## src/rtl/pl_fetch_ctrl_pkg.sv

```systemverilog
// Shared definitions for the instruction fetch controller.
// Holds the opcode field layout, the opcode list and the fetch FSM state encoding.
package pl_fetch_ctrl_pkg;

  localparam int unsigned INSTR_WID = 16;
  localparam int unsigned OPC_MSB   = 15;
  localparam int unsigned OPC_LSB   = 11;
  localparam int unsigned OPC_WID   = OPC_MSB - OPC_LSB + 1;

  typedef enum logic [OPC_WID-1:0] {
    OPC_NOP  = 5'h00,
    OPC_ADD  = 5'h01,
    OPC_SUB  = 5'h02,
    OPC_AND  = 5'h03,
    OPC_OR   = 5'h04,
    OPC_XOR  = 5'h05,
    OPC_SHL  = 5'h06,
    OPC_SHR  = 5'h07,
    OPC_ADDI = 5'h08,
    OPC_LDI  = 5'h09,
    OPC_LD   = 5'h0A,
    OPC_ST   = 5'h0B,
    OPC_BEQ  = 5'h0C,
    OPC_BNE  = 5'h0D,
    OPC_JMP  = 5'h0E,
    OPC_JAL  = 5'h0F,
    OPC_HALT = 5'h1F
  } opcode_e;

  typedef enum logic [1:0] {
    StBoot     = 2'd0,
    StRun      = 2'd1,
    StRedirect = 2'd2,
    StHalt     = 2'd3
  } fetch_state_e;

  function automatic logic [OPC_WID-1:0] get_opcode(input logic [INSTR_WID-1:0] word);
    return word[OPC_MSB:OPC_LSB];
  endfunction

endpackage

```

## src/rtl/pl_fetch_ctrl.sv

```systemverilog
// Instruction fetch controller for a synchronous 1-cycle instruction memory.
// Handles boot, sequential fetch, hazard stalls, branch redirects and HALT.
module pl_fetch_ctrl
  import pl_fetch_ctrl_pkg::*;
#(
  parameter int unsigned                 PROG_CTR_WID = 10,
  parameter logic [PROG_CTR_WID-1:0]     RESET_VECTOR = '0
) (
  input  logic                    clk,
  input  logic                    rst,
  input  logic                    stall_IF,
  input  logic                    branch_taken_EX,
  input  logic [PROG_CTR_WID-1:0] branch_addr_EX,
  input  logic [INSTR_WID-1:0]    instr_mem_out,
  output logic [PROG_CTR_WID-1:0] instr_mem_addr,
  output logic                    instr_mem_en,
  output logic [PROG_CTR_WID-1:0] prog_ctr_IF,
  output logic                    fetch_valid,
  output logic                    halted
);

  localparam logic [PROG_CTR_WID-1:0] PcOne = {{(PROG_CTR_WID-1){1'b0}}, 1'b1};

  fetch_state_e            state_q, state_d;
  logic [PROG_CTR_WID-1:0] pc_q, pc_d;
  logic [PROG_CTR_WID-1:0] prog_ctr_q, prog_ctr_d;
  logic                    unused_operand_bits;

  assign unused_operand_bits = ^instr_mem_out[OPC_LSB-1:0];

  always_ff @(posedge clk or negedge rst) begin
    if (!rst) begin
      state_q    <= StBoot;
      pc_q       <= RESET_VECTOR;
      prog_ctr_q <= RESET_VECTOR;
    end else begin
      state_q    <= state_d;
      pc_q       <= pc_d;
      prog_ctr_q <= prog_ctr_d;
    end
  end

  always_comb begin
    state_d    = state_q;
    pc_d       = pc_q;
    prog_ctr_d = prog_ctr_q;
    // A taken branch overrides stall and HALT detection in every state.
    if (branch_taken_EX) begin
      state_d = StRedirect;
      pc_d    = branch_addr_EX;
    end else begin
      case (state_q)
        StBoot, StRedirect: begin
          state_d    = StRun;
          prog_ctr_d = pc_q;
          pc_d       = pc_q + PcOne;
        end
        StRun: begin
          if (!stall_IF) begin
            if (get_opcode(instr_mem_out) == OPC_HALT) begin
              state_d = StHalt;
            end else begin
              prog_ctr_d = pc_q;
              pc_d       = pc_q + PcOne;
            end
          end
        end
        StHalt: begin
          state_d = StHalt;
        end
        default: begin
          state_d = StBoot;
        end
      endcase
    end
  end

  // Re-issuing the current address during a stall keeps instr_mem_out stable next cycle.
  assign instr_mem_addr = (state_q == StRun && stall_IF) ? prog_ctr_q : pc_q;
  // Gated by rst so memory stays idle in reset yet reads RESET_VECTOR on the BOOT edge.
  assign instr_mem_en   = rst && (state_q != StHalt);
  assign fetch_valid    = (state_q == StRun);
  assign halted         = (state_q == StHalt);
  assign prog_ctr_IF    = prog_ctr_q;

endmodule

```

## config.mk

```make
export PLATFORM = sky130hd
export DESIGN_NAME = pl_fetch_ctrl
export DESIGN_NICKNAME = d
export VERILOG_FILES = /design/src/rtl/pl_fetch_ctrl_pkg.sv /design/src/rtl/pl_fetch_ctrl.sv
export SDC_FILE = /design/constraint.sdc
export NUM_CORES = 1
export LEC_CHECK = 0
export ABC_AREA = 1
export BUFFER_PORTS_ARGS = -buffer_cell sky130_fd_sc_hd__buf_2
export CAP_MARGIN = 20
export CORE_MARGIN = 3
export CORE_UTILIZATION = 44
export CTS_CLUSTER_SIZE = 16
export DETAILED_ROUTE_END_ITERATION = 16
export PLACE_DENSITY = 0.75
export SLEW_MARGIN = 0
export SYNTH_ARGS = -nofsm -noshare
export SYNTH_HDL_FRONTEND = slang
export SYNTH_SLANG_ARGS = --single-unit
```

## constraint.sdc

```tcl
create_clock -name clk -period 1.2 [get_ports clk]
set_input_delay 0.12 -clock clk [delete_from_list [all_inputs] [get_ports clk]]
set_output_delay 0.12 -clock clk [all_outputs]
set_load 0.01 [all_outputs]
```

# [Word level (Yosys, flattened, before mapping)]
# Index checks and enable logic that the tools add are counted.
[classes] add_sub_neg=1 n_eq_ne=10 n_mux=12 n_bitwise=1 reduce_logical=9
[op_table] op="two-way mux 10 bit" n=6
[op_table] op="one-hot mux 10 bit (2 select lines)" n=2
[op_table] op="adder 10 x 1 -> 10 bit (second input constant)" n=1
[op_table] op="two-way mux 2 bit" n=3
[op_table] op="inequality test 2 bit (second input constant)" n=3
[op_table] op="inequality test 3 bit (second input constant)" n=2
[op_table] op="one-hot mux 2 bit (3 select lines)" n=1
[op_table] op="equality test 5 bit (second input constant)" n=1
[op_table] op="equality test 2 bit (second input constant)" n=2
[op_table] op="AND reduction 4 bit" n=1
[op_table] op="inequality test 3 x 2 -> 1 bit (second input constant)" n=1
[op_table] op="AND reduction 3 bit" n=1
[op_table] op="nonzero test 3 bit" n=1
[op_table] op="equality test 2 x 1 -> 1 bit (second input constant)" n=1
[op_table] op="logical AND 1 bit" n=2
[op_table] op="logical NOT 2 bit" n=1
[op_table] op="AND reduction 2 bit" n=1
[op_table] op="nonzero test 2 bit" n=1
[op_table] op="OR reduction 2 bit" n=1
[op_table] op="inverter 1 bit" n=1
[totals] ff_bits=22 wordCells=36

# [Logic depth before layout (Yosys ltp)]
[logic_depth] depth_word=5 ltp_mapped=9

# [Worst setup path before layout]
# No wires, ideal clock.
[synth_timing] path_type="reg2reg" from="register pc_q[1]" to="register pc_q[8]" setup_time_ns=0.117 arrival_time_ns=1.047 required_time_ns=1.083 slack_ns=0.037 stages_incl_launch_ff=9 path_buffers=0 synth_period_minus_slack_ns=1.163 cell_sequence="dfrtp_1 -> ha_1 -> nand2_1 -> nor2_1 -> nand2_1 -> nand2_1 -> nand3_1 -> nand3_2 -> nand2_1"
[synth_between] elab_chain_cells=5
[synth_rtl] item="from (decl)" line_no="pl_fetch_ctrl.sv:25" text="logic [PROG_CTR_WID-1:0] pc_q, pc_d;"
[synth_rtl] item="from (signal assigned)" line_no="pl_fetch_ctrl.sv:38" text="pc_q <= pc_d;"
[synth_rtl] item="adder 10 x 1 -> 10 bit *" line_no="pl_fetch_ctrl.sv:56, pl_fetch_ctrl.sv:64"
[synth_rtl] item="two-way mux 10 bit" line_no="pl_fetch_ctrl.sv:60" text="if (get_opcode(instr_mem_out) == OPC_HALT) begin"
[synth_rtl] item="two-way mux 10 bit" line_no="pl_fetch_ctrl.sv:59" text="if (!stall_IF) begin"
[synth_rtl] item="one-hot mux 10 bit (2 select lines) *" line_no="pl_fetch_ctrl.sv:52" text="case (state_q)"
[synth_rtl] item="two-way mux 10 bit *" line_no="pl_fetch_ctrl.sv:48" text="if (branch_taken_EX) begin"
# Mark *: on every way between the ends. The rest lies on a longest branch, timed or not. The select of a mux whose other input is x is not followed.
# A chain may end at the register's enable or synchronous reset.

# [Worst setup path in the final report]
[layout_timing] from="register state_q[1]" to="output port instr_mem_addr[3]"
[layout_between] elab_chain_cells=3
[layout_rtl] item="from (decl)" line_no="pl_fetch_ctrl.sv:24" text="fetch_state_e state_q, state_d;"
[layout_rtl] item="from (signal assigned)" line_no="pl_fetch_ctrl.sv:33" text="state_q <= StBoot;"
[layout_rtl] item="from (signal assigned)" line_no="pl_fetch_ctrl.sv:37" text="state_q <= state_d;"
[layout_rtl] item="equality test 2 x 1 -> 1 bit" line_no="pl_fetch_ctrl.sv:79" text="assign instr_mem_addr = (state_q == StRun && stall_IF) ? prog_ctr_q : pc_q;"
[layout_rtl] item="logical AND 1 bit" line_no="pl_fetch_ctrl.sv:79"
[layout_rtl] item="two-way mux 10 bit" line_no="pl_fetch_ctrl.sv:79"
[layout_rtl] item="to (decl)" line_no="pl_fetch_ctrl.sv:15" text="output logic [PROG_CTR_WID-1:0] instr_mem_addr,"
# Every way passes these cells.

==> impl_metrics.tcl <==
set metrics [dict create \
    status "finished with violations" \
    violations "setup timing" \
    seqPwrFrac 0.410 \
    cts_buffers 3 \
    clock-sinks 22 \
    num_antenna_cells 0 \
    synth_nets 219 \
    required_ns 1.08 \
    globalRouteTotalUtil 0.1883 \
    final_nets 282 \
    cts_tree "yes" \
    seq_area_sq_um 550.5 \
    clockBufferDepth 2 \
    drv_slew 0 \
    dieArea_sq_um 4077 \
    wl_um 3565 \
    area_growth_pct 38.49 \
    post_drt_via_cell_ratio 4.908 \
    cts-root-buf "clkbuf_4" \
    die-height_um 63.85 \
    fin_area_sq_um 2039 \
    grt_pass1_wl_um 6134 \
    ir_drop_uv 505.7 \
    yosysTopAreaCellShare 0.3738 \
    internal_power_w 0.001568 \
    drtPass1Iterations 4 \
    hold_path_class "in2reg" \
    final_cells 294 \
    critPathKind "reg2out" \
    syn_area_sq_um 1473 \
    ios 53 \
    multi_input_area_sq_um 905.9 \
    start_util 0.4708 \
    clk_pin_slew_ns 0.12 \
    cp_data_arrival_time_ns 1.40 \
    antenna_found_initial 0 \
    place_area_sq_um 1798 \
    drt_iter0_markers 54 \
    max_clock_freq_ghz 0.6572 \
    vias 1443 \
    rsz0062_at_grt "yes" \
    rows 20 \
    grt_max_degree 23 \
    p_leak_nw 1.017 \
    skew_ns 0.01068 \
    syn_area_per_cell_sq_um 7.833 \
    endpoint_kind "output pin" \
    synth_cell_type_count 23 \
    maxCapViolCount 0 \
    synthTopCellsByArea "dfrtp_1, nand2_1, o21ai_2, a21oi_2, nor2_2" \
    post-route-drc-count 0 \
    h-tree-depth 1 \
    core_area_sq_um 3128 \
    whs_path_depth 3 \
    synthCells 188 \
    grt_pass1_vias 1314 \
    timing.hold.ws_ns 0.02476 \
    r2r_cells 8 \
    hpwlAfterDp_um 2354 \
    io_buffers 41 \
    p_switching_w 0.0008283 \
    routabilityCongestion 0.8599 \
    slew_headroom 0.7667 \
    critPathLaunchType "flip-flop" \
    yosys_warnings 0 \
    grt_overflow 0 \
    wire_per_inst_um 12.13 \
    p_per_area_nw_per_um2 1175 \
    clkPwrFrac 0.239 \
    setup_ws_ns -0.3217 \
    die_w_um 63.85 \
    ys_ff_latch 22 \
    period_minus_slack_ns 1.522 \
    worstPathMaxFanout 5 \
    dp_cells 280 \
    setup_viol 33 \
    fill_cells 256 \
    power.share.switching 0.3457 \
    tns_ns -5.493 \
    yosysTopAreaCell "dfrtp_1" \
    period_share 1.268 \
    total_power_w 0.002396 \
    combPwrFrac 0.351 \
    layout-drive-gt1-share 0.5200 \
    synth-seq-area-share 0.3738 \
    drtAntennaViolNets 0 \
    tightest_slew_ns 0.3495 \
    insertion_delay_ns 0.31 \
    hold_viol_final 0 \
]
==> cells in the mapped netlist <==
library cell	instances
nand2_1	58
dfrtp_1	22
inv_1	15
nand3_1	12
o21ai_2	12
nor2_2	11
a21oi_2	10
nor2_1	10
nand2_2	6
buf_6	5
nand3_2	5
o21ai_0	4
o21ai_1	3
or2_2	3
inv_2	2
nand4_1	2
nor2_4	2
buf_2	1
clkbuf_1	1
ha_1	1
nand2_4	1
o31ai_1	1
xnor2_1	1
==> critical path: stages, from the launching register on <==
cell	delay, ns
dfrtp_1	0.44
nor2_4	0.11
buf_6	0.15
nand2_4	0.11
a21oi_2	0.16
buf_2	0.13
==> repair_timing <==
action	in CTS	in global routing
buffers inserted	7	1
hold buffers	1	0
pin swaps	10	5
gates cloned	2	0
resized for setup	16	9
setup endpoints to repair	18	33
hold endpoints to repair	22	0
==> layout make-up <==
cell class,instances,area share
tap,44,0.02699
timing repair buffer,63,0.2018
clock buffer,3,0.01104
inverter,17,0.03129
multi-input combinational,144,0.4442
sequential,22,0.2699
clock inverter,1,0.01472
==> layer usage <==
layer | GRT usage | vias up | routed length (um)
met3 | 0.02636 | 4 | 188
li1 | - | 730 | -
met5 | 0 | - | 0
met4 | 0.03774 | 0 | 27
met2 | 0.3123 | 44 | 1688
met1 | 0.2611 | 665 | 1660
==> logic make-up after synthesis <==
logic type | after synthesis | synth area share
simple gates | 110 | 0.3645
flops | 22 | 0.3738
xor+xnor | 1 | 0.005948
buf+inv | 24 | 0.08750
fa+ha+maj | 1 | 0.008495
compound gates | 30 | 0.1597
==> power by group through the flow <==
| stage | Sequential [W] | Combinational (W) | Clock, W |
|---|---|---|---|
| 2_1_floorplan | 0.00101 | 0.000449 | 0 |
| 4_1_cts | 0.000972 | 0.000828 | 0.000579 |
| 6_report | 0.000982 | 0.000842 | 0.000572 |
| 3_3_place_gp | 0.000978 | 0.000751 | 0 |
| 5_1_grt | 0.000999 | 0.000938 | 0.000620 |
| 3_5_place_dp | 0.000983 | 0.000762 | 0 |
==> sequential cells by signal, indices dropped and copies added, names as in the netlist <==
name         flops
pc_q            10
prog_ctr_IF     10
state_q          2
==> layout by cell type (no fill, tap or decap) <==
cell and count:
nand2_8 2, nand2_2 8, bufinv_16 1, nand3_4 2, inv_1 14, nor2_1 7, o31ai_1 1, o21ai_0 2
buf_4 17, nor2_4 7, o21ai_1 5, o21ai_2 12, dfrtp_1 22, xnor2_1 1, nand2_4 2, nand4_1 2
nand2_1 55, nand3_2 5, a21oi_2 10, nor2_2 9, buf_6 3, inv_2 3, nand3_1 10, ha_2 1
dlygate4sd3_1 1, buf_12 2, clkbuf_4 3, or2_2 3, buf_2 40
==> per-stage QoR <==
stage | setup slack (ns) | util
2_1_floorplan | 0.03661 | -
3_3_place_gp | -0.01250 | 0.5748
3_5_place_dp | -0.03287 | 0.5748
4_1_cts | -0.2894 | 0.6368
5_1_grt | -0.4059 | 0.6520
6_report | -0.3217 | 0.6520
==> path summary, 6_finish.rpt <==
check	slack, ns	endpoint	start
setup reg to reg	-0.15	prog_ctr_IF[6]	state_q[1]
setup / recovery	-0.32	instr_mem_addr[3]	state_q[1]
hold / removal	0.02	pc_q[5]	branch_addr_EX[5]
min in group asynchronous	0.36	prog_ctr_IF[1]	rst
hold reg to reg	0.54	prog_ctr_IF[3]	prog_ctr_IF[3]
max in group asynchronous	0.61	pc_q[6]	rst
(Power assumes the default switching activity.)
